$ cat src/rtl/pulpino_pad_pkg.sv
// Shared types and width helpers for the pad multiplexer.
// RESET_FUNC is the function every pad returns to on reset.
package pulpino_pad_pkg;

  typedef enum logic [1:0] {
    ST_IDLE    = 2'd0,
    ST_ISOLATE = 2'd1,
    ST_SETTLE  = 2'd2,
    ST_SWITCH  = 2'd3
  } pad_fsm_e;

  localparam int unsigned RESET_FUNC = 0;

  // Width of a stored function select.
  function automatic int unsigned fsel_w(input int unsigned n_func);
    return (n_func > 1) ? $clog2(n_func) : 1;
  endfunction

  // Request index widths carry one extra code point so out-of-range
  // indices can actually be presented and flagged as errors.
  function automatic int unsigned pad_idx_w(input int unsigned n_pads);
    return $clog2(n_pads + 1);
  endfunction

  function automatic int unsigned func_idx_w(input int unsigned n_func);
    return $clog2(n_func + 1);
  endfunction

  // Width of a counter that runs 0..n-1.
  function automatic int unsigned cnt_w(input int unsigned n);
    return (n > 1) ? $clog2(n) : 1;
  endfunction

endpackage

$ cat src/rtl/pulpino_pad_in_sync.sv
// One-bit pad input synchroniser (2 flops) with optional debounce.
// Optional feature macro: PULPINO_PAD_DEBOUNCE_EN.
// Ports:
//   clk, rst     core clock, async active-high reset
//   iso          pad is isolated: hold the last delivered value
//   pad_in       asynchronous pad input
//   sync_out     synchronised (and optionally debounced) value
module pulpino_pad_in_sync
  import pulpino_pad_pkg::*;
#(
  parameter int unsigned DEBOUNCE_CYCLES = 8
) (
  input  logic clk,
  input  logic rst,
  input  logic iso,
  input  logic pad_in,
  output logic sync_out
);

  if (DEBOUNCE_CYCLES < 1) begin : g_bad_debounce
    $error("DEBOUNCE_CYCLES must be at least 1");
  end

  logic s1_q;
  logic s2_q;

  // Two-flop synchroniser.
  always_ff @(posedge clk or posedge rst) begin
    if (rst) begin
      s1_q <= 1'b0;
      s2_q <= 1'b0;
    end else begin
      s1_q <= pad_in;
`ifdef PULPINO_PAD_DEBOUNCE_EN
      s2_q <= s1_q;
`else
      // Second stage doubles as the hold register while isolated.
      if (!iso) s2_q <= s1_q;
`endif
    end
  end

`ifdef PULPINO_PAD_DEBOUNCE_EN
  localparam int unsigned DB_W = cnt_w(DEBOUNCE_CYCLES);

  logic [DB_W-1:0] db_cnt_q;
  logic            db_q;

  // For a single bit, "differs from output" already implies "changed", so the
  // counter restarts whenever the input returns to the delivered value.
  always_ff @(posedge clk or posedge rst) begin
    if (rst) begin
      db_cnt_q <= '0;
      db_q     <= 1'b0;
    end else if (iso || (s2_q == db_q)) begin
      db_cnt_q <= '0;
    end else if (db_cnt_q == DB_W'(DEBOUNCE_CYCLES - 1)) begin
      db_q     <= s2_q;
      db_cnt_q <= '0;
    end else begin
      db_cnt_q <= db_cnt_q + DB_W'(1);
    end
  end

  assign sync_out = db_q;
`else
  assign sync_out = s2_q;
`endif

endmodule

$ cat src/rtl/pulpino_pad_mux.sv
// Pad multiplexer with safe isolate/settle/switch reconfiguration.
// Optional feature macro: PULPINO_PAD_DEBOUNCE_EN (input debounce).
// Ports:
//   clk, rst                 core clock, async active-high reset
//   cfg_req_i/we_i/pad_i/func_i  configuration request
//   cfg_gnt_o/err_o/rdata_o  one-cycle completion with status and readback
//   func_out_i/func_oen_i    per-function pad data / enable (flat f*N_PADS+p)
//   func_in_o                synchronised input per function (flat f*N_PADS+p)
//   pad_out_o/oen_o/ie_o     to pad cells; pad_in_i from pad cells
module pulpino_pad_mux
  import pulpino_pad_pkg::*;
#(
  parameter int unsigned N_PADS          = 32,
  parameter int unsigned N_FUNC          = 4,
  parameter int unsigned SETTLE_CYCLES   = 4,
  parameter int unsigned DEBOUNCE_CYCLES = 8
) (
  input  logic                              clk,
  input  logic                              rst,
  input  logic                              cfg_req_i,
  input  logic                              cfg_we_i,
  input  logic [pad_idx_w(N_PADS)-1:0]      cfg_pad_i,
  input  logic [func_idx_w(N_FUNC)-1:0]     cfg_func_i,
  output logic                              cfg_gnt_o,
  output logic                              cfg_err_o,
  output logic [fsel_w(N_FUNC)-1:0]         cfg_rdata_o,
  input  logic [N_FUNC*N_PADS-1:0]          func_out_i,
  input  logic [N_FUNC*N_PADS-1:0]          func_oen_i,
  output logic [N_FUNC*N_PADS-1:0]          func_in_o,
  output logic [N_PADS-1:0]                 pad_out_o,
  output logic [N_PADS-1:0]                 pad_oen_o,
  output logic [N_PADS-1:0]                 pad_ie_o,
  input  logic [N_PADS-1:0]                 pad_in_i
);

  localparam int unsigned PAD_W  = pad_idx_w(N_PADS);
  localparam int unsigned FUNC_W = func_idx_w(N_FUNC);
  localparam int unsigned FSEL_W = fsel_w(N_FUNC);
  localparam int unsigned CNT_W  = cnt_w(SETTLE_CYCLES);

  if (SETTLE_CYCLES < 1) begin : g_bad_settle
    $error("SETTLE_CYCLES must be at least 1");
  end

  pad_fsm_e          state_q, state_d;
  logic [CNT_W-1:0]  cnt_q, cnt_d;
  logic [PAD_W-1:0]  tgt_pad_q;
  logic [FSEL_W-1:0] tgt_func_q;
  logic [FSEL_W-1:0] fsel_q [N_PADS];

  logic              tgt_ld, fsel_we, gnt_d, err_d;
  logic [FSEL_W-1:0] rdata_d, cur_fsel;
  logic              pad_oor, func_oor, in_iso;
  logic [N_PADS-1:0] iso, out_sel, oen_sel, sync_q;

  // Current function of the requested pad; 0 for an out-of-range index.
  always_comb begin
    cur_fsel = '0;
    for (int unsigned p = 0; p < N_PADS; p++) begin
      if (cfg_pad_i == PAD_W'(p)) cur_fsel = fsel_q[p];
    end
  end

  assign pad_oor  = (cfg_pad_i >= PAD_W'(N_PADS));
  assign func_oor = (cfg_func_i >= FUNC_W'(N_FUNC));
  assign in_iso   = (state_q == ST_ISOLATE) || (state_q == ST_SETTLE);

  // Reconfiguration FSM: next state and completion outputs.
  always_comb begin
    state_d = state_q;
    cnt_d   = cnt_q;
    tgt_ld  = 1'b0;
    fsel_we = 1'b0;
    gnt_d   = 1'b0;
    err_d   = 1'b0;
    rdata_d = '0;
    unique case (state_q)
      ST_IDLE: begin
        cnt_d = '0;
        if (cfg_req_i) begin
          if (pad_oor || (cfg_we_i && func_oor)) begin
            gnt_d = 1'b1;
            err_d = 1'b1;
          end else if (!cfg_we_i || (FUNC_W'(cur_fsel) == cfg_func_i)) begin
            gnt_d   = 1'b1;
            rdata_d = cur_fsel;
          end else begin
            tgt_ld  = 1'b1;
            state_d = ST_ISOLATE;
          end
        end
      end
      ST_ISOLATE: begin
        cnt_d   = '0;
        state_d = ST_SETTLE;
      end
      ST_SETTLE: begin
        if (cnt_q == CNT_W'(SETTLE_CYCLES - 1)) begin
          cnt_d   = '0;
          state_d = ST_SWITCH;
          fsel_we = 1'b1;
          gnt_d   = 1'b1;
          rdata_d = tgt_func_q;
        end else begin
          cnt_d = cnt_q + CNT_W'(1);
        end
      end
      ST_SWITCH: begin
        state_d = ST_IDLE;
      end
      default: begin
        state_d = ST_IDLE;
      end
    endcase
  end

  // FSM state, latched target and completion registers.
  always_ff @(posedge clk or posedge rst) begin
    if (rst) begin
      state_q     <= ST_IDLE;
      cnt_q       <= '0;
      tgt_pad_q   <= '0;
      tgt_func_q  <= '0;
      cfg_gnt_o   <= 1'b0;
      cfg_err_o   <= 1'b0;
      cfg_rdata_o <= '0;
    end else begin
      state_q     <= state_d;
      cnt_q       <= cnt_d;
      cfg_gnt_o   <= gnt_d;
      cfg_err_o   <= err_d;
      cfg_rdata_o <= rdata_d;
      if (tgt_ld) begin
        tgt_pad_q  <= cfg_pad_i;
        tgt_func_q <= FSEL_W'(cfg_func_i);
      end
    end
  end

  // Per-pad function select registers.
  always_ff @(posedge clk or posedge rst) begin
    if (rst) begin
      for (int unsigned p = 0; p < N_PADS; p++) fsel_q[p] <= FSEL_W'(RESET_FUNC);
    end else if (fsel_we) begin
      for (int unsigned p = 0; p < N_PADS; p++) begin
        if (tgt_pad_q == PAD_W'(p)) fsel_q[p] <= tgt_func_q;
      end
    end
  end

  // Per-pad function muxing, input fan-out and synchroniser.
  for (genvar p = 0; p < N_PADS; p++) begin : g_pad
    logic [N_FUNC-1:0] outs;
    logic [N_FUNC-1:0] oens;

    for (genvar f = 0; f < N_FUNC; f++) begin : g_func
      assign outs[f] = func_out_i[f*N_PADS + p];
      assign oens[f] = func_oen_i[f*N_PADS + p];
      assign func_in_o[f*N_PADS + p] = sync_q[p] & (fsel_q[p] == FSEL_W'(f));
    end

    assign out_sel[p] = outs[fsel_q[p]];
    assign oen_sel[p] = oens[fsel_q[p]];
    assign iso[p]     = in_iso & (tgt_pad_q == PAD_W'(p));

    pulpino_pad_in_sync #(
      .DEBOUNCE_CYCLES(DEBOUNCE_CYCLES)
    ) u_in_sync (
      .clk     (clk),
      .rst     (rst),
      .iso     (iso[p]),
      .pad_in  (pad_in_i[p]),
      .sync_out(sync_q[p])
    );
  end

  // Pad-side registers; isolation forces the driver off and the receiver off.
  always_ff @(posedge clk or posedge rst) begin
    if (rst) begin
      pad_out_o <= '0;
      pad_oen_o <= '1;
      pad_ie_o  <= '1;
    end else begin
      pad_out_o <= out_sel;
      pad_oen_o <= oen_sel | iso;
      pad_ie_o  <= ~iso;
    end
  end

endmodule
$ cat config.mk
export PLATFORM = sky130hd
export DESIGN_NAME = pulpino_pad_mux
export DESIGN_NICKNAME = d
export VERILOG_FILES = /design/src/rtl/pulpino_pad_pkg.sv /design/src/rtl/pulpino_pad_in_sync.sv /design/src/rtl/pulpino_pad_mux.sv
export SDC_FILE = /design/constraint.sdc
export NUM_CORES = 1
export LEC_CHECK = 0
export CORE_AREA = 2 2 208 210
export CTS_CLUSTER_SIZE = 24
export DETAILED_ROUTE_END_ITERATION = 16
export DIE_AREA = 0 0 210 212
export PLACE_DENSITY_LB_ADDON = 0.15
export SYNTH_ARGS = -nofsm -noshare
export SYNTH_HDL_FRONTEND = slang
export SYNTH_SLANG_ARGS = --single-unit
$ cat constraint.sdc
create_clock -name clk -period 8.85 [get_ports clk]
set_clock_uncertainty 0.05 [all_clocks]
set_input_delay 0.885 -clock clk [delete_from_list [all_inputs] [get_ports clk]]
set_output_delay 0.885 -clock clk [all_outputs]
set_load 0.1 [all_outputs]
==> impl_results.md <==
- CORE AREA: roughly 0.043 mm2
- Top-area cell type share of the netlist area: 36.99%
- Worst vdd ir: 0.1219 mV
- Ranking of synthesized cells by area: dfrtp_1 37%, dfstp_2 14%, mux4_2 12%
- Pwr/cell area: 207.5 mW/mm2
- Hold path start: g_pad[4].u_in_sync.s1_q$_DFF_PP0_
- I/O pin count: 529
- Most frequent cell on the critical path: o2111ai_1
- Avg Cell Area, Syn: 12.43 um2
- Flop-to-flop setup slack: ~5.8 ns
- Area of the multi-input gates: roughly 0.0054 mm2
- CTS Buf Count: 29
- Core Util, Final: 43.59%
- Hold path endpoint: g_pad[4].u_in_sync.sync_out$_DFFE_PP0N_
- Post-Layout Cell Count: 2021
- CTS tree: yes
- Root Buffer: clkbuf_16
- Number of distinct library cells after synthesis: 62
- Yosys reg bits: 240
- Worst-Skew Late Latency: roughly 0.57 ns
- Via Count: 9856
- Crit path DAT: 4.41 ns
- Worst-path maximum fanout: 23
- Antenna viol nets, final: 0
- CP Data Required Time: 9.26 ns
- Crit path time final: around 4 ns
- Dpl cells: 1965
- Vias in the first global route: roughly 10k
- Die area: 0.04452 mm2
- Setup TNS: 0 ns
- Initial antenna violation count: 2
- CP max stage cell: clkdlybuf4s50_1
- Final Slew Violations: 0
- Filler cell count in the final layout: a little over 4k
- # clock sinks: 240
- Critical Path End Type: flop
- Main synth FF type: dfrtp_1
- Post-DP HPWL: between 30000 and 40000 um
- Tcrit/Tclk final: 45.22%
- Setup Fix Bufs, Post-CTS: 0
- Total track usage: 19.43%
- FMAX: 249.9 MHz
- Type of origin of the critical path: input port
- Largest net degree at the start of global routing: 120
- Avg Vias per Cell: 4.877
- R2R depth: 8
- Relative max-transition margin: between 30% and 40%
- Synthesized net count: approximately 1.3k
- Outcome: finished, final reports clean
- Placement row count: 76
- Cell chain of the critical path: clkdlybuf4s50_1 > mux2i_1 > o21ai_0 > a211o_1 > a211oi_1 > o2111ai_1 > o2111ai_1 > and3_1 > mux2_4
- Setup Crit Path Kind: in -> reg
- Seq/Total Area, Yosys: 51.11%
- Total area of sequential cells: 0.006086 mm2
- Die Y: between 200 and 250 um
- Yosys top cell by area: dfrtp_1
- RSZ-0062 raised after global routing: no
- DR DRC count: 0
- Port bufs: 528
- Layout cells sized above 1: 20.84%
- Post-synth EDFFs: 0
- Final WL: 44160 um
- Fraction of registers with async set/reset: 100.0%
- Post-route cell area: 0.01853 mm2
- Worst Tran Pin Value: 1.040 ns
- Area growth from synthesis to layout: 55.58%
- Critical path buffers and inverters: 1
- H-tree depth: 1
- Max-cap viol count: 0
- Hold Crit Depth: 1
- Initial Utilization: roughly 28%
- Pleak: 7.578 nW
- Hold_buf cts: 0
- CTS Buffer Depth: 3
- Chip Width: between 200 and 250 um
- Placed cell areas: 0.01761 mm2
- First drt pass iteration count: 5
- Resized cells post-CTS: 0
- Final Hold Fails: 0
- Overflow after GRT: 0
- Gate Count Post-Synth: 958
- Yosys Warn Count: 0
- WHS: between 0.4 and 0.5 ns
- Commonest cells post-synth: 176 x dfrtp_1, 106 x nand2_1, 96 x mux2_2, 77 x nor2_1, 66 x mux4_2
- Number of DRC markers in iteration 0: 485
- Clock slew at reported path FFs: 0.06 ns
- Reg2Reg Launch Point: fsel_q[37]$_DFFE_PP0P_
- Crit path largest cell delay: 1.05 ns
- Post-Syn Area: 0.01191 mm2
- Worst min path class: reg -> reg
- Wire length of the first global-routing pass: 64990 um
- Nets: 1755
- Reg-to-reg endpoint: tgt_pad_q[2]$_DFFE_PP0P_
- Final setup fails: 0
- Delay-heaviest family, CP: compound AO/OA/AOI/OAI gates
- Count leader, synth: dfrtp_1
- Post-DR wirelength/cell: 21.85 um
- GP Congestion: 0.8286
-- metrics by stage --
stage	power (mW)	setup WS, ns
2_1_floorplan	2.243	1.433
3_3_place_gp	2.728	4.408
3_5_place_dp	2.734	4.335
4_1_cts	3.903	4.942
5_1_grt	4.011	4.685
6_report	3.845	4.848
-- layer usage --
metal | share of wire, % | global-route usage [%] | vias to the layer above
li1 | - | - | 4465
met5 | 0 | 0 | -
met4 | 2.2 | 5.160 | 0
met1 | 40 | 23.42 | 4943
met3 | 7.1 | 4.357 | 62
met2 | 51 | 34.98 | 386
-- final cells by class --
type,instances,share of cell area [%]
clock inverter,4,0.2094
antenna,2,0.02701
tap,546,3.687
timing repair buffer,538,28.88
multi-input combinational,626,29.28
inverter,15,0.3444
sequential,240,32.85
clock buffer,50,4.721
-- registers in the layout (all words and copies together) (netlist names) --
name and flops:
cfg_err_o 1, cfg_gnt_o 1, cfg_rdata_o 2, cnt_q 2, fsel_q 64, g_pad.u_in_sync.s1_q 32, g_pad.u_in_sync.sync_out 32, pad_ie_o 32
pad_oen_o 32, pad_out_o 32, state_q 2, tgt_func_q 2, tgt_pad_q 6
-- kinds of logic (layout without fill, tap and decap cells) --
family                   after synthesis  count (layout)  synth area share [%]
AO/OA/AOI/OAI                         91              91                 5.727
XOR/XNOR                               1               1               0.07357
adder cells (fa/ha/maj)                4               4                0.4203
buffers and inverters                 92             607                 3.572
flip-flops                           240             240                 51.11
multiplexers                         181             181                 23.52
other                                  0               2                     0
AND/OR/NAND/NOR                      349             349                 15.58
-- cells in the final DEF (no fill, tap or decap), types with 3 or more instances in the layout --
| master | count |
|---|---|
| clkdlybuf4s50_1 | 526 |
| dfrtp_1 | 176 |
| nand2_1 | 106 |
| mux2_2 | 96 |
| nor2_1 | 77 |
| mux4_2 | 66 |
| dfstp_2 | 64 |
| and3_1 | 36 |
| nor3b_1 | 33 |
| a21o_1 | 31 |
| clkbuf_16 | 29 |
| and3b_1 | 19 |
| nand2b_1 | 14 |
| inv_1 | 14 |
| clkbuf_1 | 14 |
| o21ai_0 | 13 |
| buf_4 | 10 |
| mux2i_1 | 9 |
| nor2b_1 | 8 |
| a21oi_1 | 8 |
| mux2_4 | 8 |
| nand4_1 | 7 |
| or2_2 | 7 |
| clkbuf_8 | 7 |
| nor3_1 | 6 |
| nand3_1 | 5 |
| nor3_2 | 4 |
| nand3b_1 | 4 |
| a32o_1 | 4 |
| ha_1 | 4 |
| and2_1 | 3 |
| o221ai_1 | 3 |
| nor4b_1 | 3 |
| a211oi_1 | 3 |
| o22a_1 | 3 |
| nand4bb_1 | 3 |
-- where the power goes --
part / switching (mW) / internal (mW)
Combinational: 0.942 / 0.412
Clock: 0.477 / 0.668
Sequential: 0.119 / 1.23
-- worst max-delay path by stage --
| stage | from | to | slack [ns] | cells past startpoint |
|---|---|---|---|---|
| 4_1_cts | cfg_pad_i[2] | tgt_pad_q[2]$_DFFE_PP0P_ | 4.94 | 9 |
| 5_1_grt | cfg_pad_i[2] | tgt_pad_q[3]$_DFFE_PP0P_ | 4.68 | 10 |
| 2_1_floorplan | rst | cfg_err_o$_DFF_PP0_ | 1.43 | 1 |
| 3_5_place_dp | cfg_pad_i[2] | tgt_pad_q[2]$_DFFE_PP0P_ | 4.34 | 9 |
| 3_3_place_gp | cfg_pad_i[2] | tgt_pad_q[2]$_DFFE_PP0P_ | 4.41 | 9 |
| 6_report | cfg_pad_i[2] | tgt_pad_q[2]$_DFFE_PP0P_ | 4.85 | 9 |
Note: power is estimated with default switching activity, not from simulation.
